## src/rtl/multiport_register_file_pkg.sv

```systemverilog
// Shared definitions for the ID-stage register file and the hazard unit:
// default geometry, the hardwired-zero register index and a popcount helper.
package multiport_register_file_pkg;

  localparam int DEF_DATA_W   = 32;
  localparam int DEF_NUM_REGS = 32;
  localparam int ZERO_INDEX   = 0;

  // Widest busy vector the popcount helper accepts; narrower vectors are
  // zero-extended by the caller.
  localparam int POP_MAX_W = 256;

  // Number of set bits in a (zero-extended) busy vector.
  function automatic int unsigned popcount(input logic [POP_MAX_W-1:0] bits);
    int unsigned n;
    n = 0;
    for (int i = 0; i < POP_MAX_W; i++) begin
      n = n + 32'(bits[i]);
    end
    return n;
  endfunction

endpackage

```

## src/rtl/multiport_register_file_scoreboard.sv

```systemverilog
// Per-register busy bits for the hazard unit. On each edge a register's bit
// is resolved as flush > issue (set) > writeback (clear), so a producer that
// issues in the same cycle as an older producer's writeback keeps it busy.
// pending_count is the registered population count of the busy bits.
module multiport_register_file_scoreboard
  import multiport_register_file_pkg::*;
#(
  parameter int NUM_REGS = DEF_NUM_REGS,
  parameter int ADDR_W   = $clog2(NUM_REGS),
  parameter int ZERO_REG = 1
) (
  input  logic                clock,
  input  logic                reset,
  input  logic                issue_valid,
  input  logic [ADDR_W-1:0]   issue_rd,
  input  logic                wb_write,
  input  logic [ADDR_W-1:0]   wb_addr,
  input  logic                flush,
  output logic [NUM_REGS-1:0] busy,
  output logic [ADDR_W:0]     pending_count
);

  logic [NUM_REGS-1:0] busy_next;
  logic [ADDR_W:0]     count_next;

  // Next busy vector: clear on writeback, then set on issue, then flush wipes all.
  always_comb begin
    busy_next = busy;
    for (int r = 0; r < NUM_REGS; r++) begin
      if (wb_write && (wb_addr == ADDR_W'(r))) begin
        busy_next[r] = 1'b0;
      end
      if (issue_valid && (issue_rd == ADDR_W'(r)) &&
          !((ZERO_REG != 0) && (r == ZERO_INDEX))) begin
        busy_next[r] = 1'b1;
      end
    end
    if (flush) begin
      busy_next = '0;
    end
    count_next = (ADDR_W+1)'(popcount(POP_MAX_W'(busy_next)));
  end

  // Busy bits and their count update together on the same edge.
  always_ff @(posedge clock or negedge reset) begin
    if (!reset) begin
      busy          <= '0;
      pending_count <= '0;
    end else begin
      busy          <= busy_next;
      pending_count <= count_next;
    end
  end

endmodule

```

## src/rtl/multiport_register_file.sv

```systemverilog
// Parametrised ID-stage register file: NUM_REGS x DATA_W storage written from
// WB, NUM_READ combinational read ports with optional same-cycle WB bypass,
// an optional hardwired zero register, and a busy scoreboard per register.
module multiport_register_file
  import multiport_register_file_pkg::*;
#(
  parameter int DATA_W   = DEF_DATA_W,
  parameter int NUM_REGS = DEF_NUM_REGS,
  parameter int ADDR_W   = $clog2(NUM_REGS),
  parameter int NUM_READ = 2,
  parameter int BYPASS   = 1,
  parameter int ZERO_REG = 1
) (
  input  logic                         clock,
  input  logic                         reset,
  input  logic [NUM_READ*ADDR_W-1:0]   read_reg,
  output logic [NUM_READ*DATA_W-1:0]   id_reg_data,
  output logic [NUM_READ-1:0]          id_reg_busy,
  input  logic                         wb_reg_write,
  input  logic [ADDR_W-1:0]            wb_rt_rd,
  input  logic [DATA_W-1:0]            wb_write_data,
  input  logic                         id_issue_valid,
  input  logic [ADDR_W-1:0]            id_issue_rd,
  input  logic                         flush,
  output logic [ADDR_W:0]              pending_count
);

  logic [DATA_W-1:0]   regs [NUM_REGS];
  logic [NUM_REGS-1:0] busy;
  logic                wr_allowed;

  // The zero register silently drops writes when it is hardwired.
  assign wr_allowed = wb_reg_write &&
                      !((ZERO_REG != 0) && (wb_rt_rd == ADDR_W'(ZERO_INDEX)));

  // Storage array; asynchronous reset clears every register.
  always_ff @(posedge clock or negedge reset) begin
    if (!reset) begin
      for (int r = 0; r < NUM_REGS; r++) begin
        regs[r] <= '0;
      end
    end else if (wr_allowed) begin
      regs[wb_rt_rd] <= wb_write_data;
    end
  end

  multiport_register_file_scoreboard #(
    .NUM_REGS (NUM_REGS),
    .ADDR_W   (ADDR_W),
    .ZERO_REG (ZERO_REG)
  ) u_scoreboard (
    .clock         (clock),
    .reset         (reset),
    .issue_valid   (id_issue_valid),
    .issue_rd      (id_issue_rd),
    .wb_write      (wb_reg_write),
    .wb_addr       (wb_rt_rd),
    .flush         (flush),
    .busy          (busy),
    .pending_count (pending_count)
  );

  for (genvar k = 0; k < NUM_READ; k++) begin : g_read
    logic [ADDR_W-1:0] addr;
    logic              is_zero;
    logic              wb_hit;
    logic [DATA_W-1:0] port_data;
    logic              port_busy;

    assign addr    = read_reg[k*ADDR_W +: ADDR_W];
    assign is_zero = (ZERO_REG != 0) && (addr == ADDR_W'(ZERO_INDEX));
    assign wb_hit  = (BYPASS != 0) && wb_reg_write && (wb_rt_rd == addr);

    // Port mux: hardwired zero beats the WB bypass, which beats storage.
    // A bypassed read already has its data, so it is never reported busy.
    always_comb begin
      port_data = regs[addr];
      port_busy = busy[addr];
      if (is_zero) begin
        port_data = '0;
        port_busy = 1'b0;
      end else if (wb_hit) begin
        port_data = wb_write_data;
        port_busy = 1'b0;
      end
    end

    assign id_reg_data[k*DATA_W +: DATA_W] = port_data;
    assign id_reg_busy[k]                  = port_busy;
  end

endmodule

```

## config.mk

```make
export PLATFORM = sky130hd
export DESIGN_NAME = multiport_register_file
export DESIGN_NICKNAME = d
export VERILOG_FILES = /design/src/rtl/multiport_register_file_pkg.sv /design/src/rtl/multiport_register_file_scoreboard.sv /design/src/rtl/multiport_register_file.sv
export SDC_FILE = /design/constraint.sdc
export NUM_CORES = 2
export LEC_CHECK = 0
export ABC_CLOCK_PERIOD_IN_PS = 13570
export CORE_MARGIN = 1
export CORE_UTILIZATION = 30
export CTS_CLUSTER_SIZE = 25
export DETAILED_ROUTE_END_ITERATION = 12
export SYNTH_ARGS = -nofsm -noshare
export SYNTH_HDL_FRONTEND = slang
export SYNTH_SLANG_ARGS = --single-unit
```

## constraint.sdc

```tcl
create_clock -name clock -period 13.57 [get_ports clock]
set_input_delay 4.071 -clock clock [delete_from_list [all_inputs] [get_ports clock]]
set_output_delay 4.071 -clock clock [all_outputs]
set_load 0.01 [all_outputs]
```

==> impl_metrics.tcl <==
set metrics [dict create \
    grt_overflow_total 0 \
    clockBufferDepth 3 \
    area_growth_pct 12.8 \
    synth_top_area_share_pct 45.8 \
    crit_start "read_reg[9]" \
    grt_max_degree 158 \
    synth_ff_type "dfrtp_1" \
    async_flop_share_pct 100 \
    die_w_um 442 \
    cpMostUsedCell "buf_4" \
    fin_crit_ps 12010 \
    timing.rr.start "u_scoreboard.busy[1]$_DFF_PN0_" \
    worstSetupPathType "input port to primary output" \
    cts_tree "done" \
    clock_skew_ps 15.2 \
    syn_area_mm2 0.0580 \
    crit_chain "buf_4 > buf_4 > xnor2_1 > nand2_1 > or2_2 > nor2b_4 > a221o_1 > clkdlybuf4s50_1" \
    clkTransAtPathRegs_ps 60 \
    syn_inst 3945 \
    slowest_stage "nor2b_4" \
    io_pins 129 \
    die_h_um 442 \
    coreArea_mm2 0.192 \
    finalNonFillerCells 6484 \
    ys_types 62 \
    p_sw_w 0.00256 \
    grt_pass1_vias 38400 \
    rr_worst_depth 16 \
    die-area_mm2 0.195 \
    power_frac_comb_pct 20.7 \
    p_leak_nw 27.6 \
    yosys.cell_count.top_type "dfrtp_1" \
    min_from "regs[995]$_DFFE_PN0P_" \
    syn-num-nets 4034 \
    grt_pass1_wl_um 280000 \
    cp_max_fo 28 \
    cpPeakStageDelay_ps 780 \
    routabilityCongestion 0.811 \
    io_buffers 128 \
    fin_area_mm2 0.0655 \
    cts_setup_buffers 0 \
    fin_total_pwr_w 0.00934 \
    h-tree-depth 3 \
    p_per_area_mw_per_mm2 143 \
    nets 3948 \
    grt_usage_pct 19.5 \
    rsz0062_at_grt "no" \
    fin_crit_sh_pct 88.5 \
    seq_area_frac_synth_pct 45.8 \
    vdd_drop_max_uv 107 \
    critPathRequiredTime_ps 9500 \
    cp.arrival_ps 7940 \
    slew_violations 0 \
    layout-drive-gt1-share_pct 47.3 \
    start_util_pct 30.2 \
    synth_common_cells "dfrtp_1, mux2_2, mux4_2" \
    drc_errors 0 \
    drtPass1Iterations 5 \
    placed_cells_incl_taps 6271 \
    synth-seq-cells 1062 \
    hold_viol 0 \
    cap_viol_max_count 0 \
    wl_per_cell_um 29.7 \
    swShare_pct 27.4 \
    synthTopCellsByArea "dfrtp_1, mux2_2, mux4_2, mux2i_1, clkbuf_1" \
    cts_buffers 112 \
    placed_cell_area_mm2 0.0616 \
    num_rows 161 \
    pwr-share-seq_pct 44.6 \
    antenna_found_initial 4 \
    worst_hold_path_type "flop to flop" \
    status "finished, final reports clean" \
    finalSetupTns_ps 0 \
    finalSetupViolCount 0 \
    yosysWarnings 0 \
    vias_per_cell 5.74 \
    place_hpwl_um 110000 \
    min_path_cells 0 \
    worst_pin_slew_ps 1280 \
    cts.sinks 1062 \
    routed_wirelength_um 193000 \
    cts-resized-gates 0 \
    syn_area_per_cell_um2 14.7 \
    fmax_mhz 83.3 \
    ctsHoldBuffers 0 \
    slew_headroom_pct 14.6 \
    vias 37200 \
    post-synth-top-area-cell "dfrtp_1" \
    drtIter0Drc 3565 \
    crit_path_end_kind "primary output" \
    intPower_w 0.00678 \
    cp-start-kind "input port" \
    p_clk_share_pct 34.7 \
    ctsRootBufferMaster "clkbuf_16" \
    ant_nets 0 \
    clock_latency_ps 730 \
    synth-edff-count 0 \
]
layout by cell type, fill, tap and decap left out, types with 32 or more instances in the layout:
cell and instances:
a21oi_1 58, a22oi_1 65, buf_4 103, clkbuf_16 115, clkdlybuf4s50_1 117, dfrtp_1 1062
inv_1 40, mux2_2 1012, mux2i_1 163, mux4_2 497, nand2_1 90, nand3_1 32
o21ai_0 60, o22ai_1 40
worst paths after layout:
check / endpoint / slack [ps]
setup / recovery: id_reg_data[60] / 1560
hold / removal: regs[995]$_DFFE_PN0P_ / 390
setup reg to reg: u_scoreboard.pending_count[4]$_DFF_PN0_ / 8300
hold reg to reg: regs[995]$_DFFE_PN0P_ / 390
max in group asynchronous: regs[496]$_DFFE_PN0P_ / 7970
min in group asynchronous: regs[966]$_DFFE_PN0P_ / 3310
flip-flops by register name, indices dropped and copies added, names as in the netlist:
signal                      count
u_scoreboard.busy              32
u_scoreboard.pending_count      6
regs                         1024
layout make-up:
type	instances	area [um^2]
multi-input combinational	2402	29400
timing repair buffer	241	2320
clock inverter	37	447
tap	2526	3160
inverter	40	150
sequential	1062	26600
clock buffer	170	3380
antenna	6	15.0
fill	18400	127000
routing by layer:
metal	share of wire [%]	vias up	global-route usage (%)
met5	0	-	0
met4	4.0	0	7.56
met3	6.4	388	3.78
met2	49	1435	31.9
met1	41	20400	25.6
li1	-	15000	-
stage by stage:
step	hold WS [ps]	setup slack (ps)	utilization (%)
6_report	394	1560	34.0
3_3_place_gp	376	1720	32.0
5_1_grt	407	1620	34.0
3_5_place_dp	383	1700	32.0
2_1_floorplan	438	3740	-
4_1_cts	397	1680	34.0
power by group through the flow:
stage          Sequential [W]  Combinational (W)  Clock, W
6_report              0.00416            0.00194   0.00324
2_1_floorplan         0.00406            0.00143         0
3_5_place_dp          0.00420            0.00195         0
5_1_grt               0.00424            0.00206   0.00342
3_3_place_gp          0.00416            0.00192         0
4_1_cts               0.00414            0.00195   0.00329
cells by family (layout without fill, tap and decap cells):
kind of cell / Yosys count / after routing / share of synthesized area, %
buffers and inverters: 481 / 488 / 3.96
AOI/OAI and AO/OA: 421 / 421 / 5.10
DFF: 1062 / 1062 / 45.8
xor gates and xnor gates: 13 / 13 / 0.196
muxes: 1672 / 1672 / 41.7
adders and majority gates: 32 / 32 / 1.00
other: 0 / 6 / 0
and+or+nand+nor: 264 / 264 / 2.22
critical path, delay by kind of cell:
family / cells / cell delay [ps]
AO/OA/AOI/OAI: 1 / 490
XOR/XNOR: 1 / 160
buffers and inverters: 3 / 1530
AND/OR/NAND/NOR: 3 / 1570
Note: power is estimated with default switching activity, not from simulation.
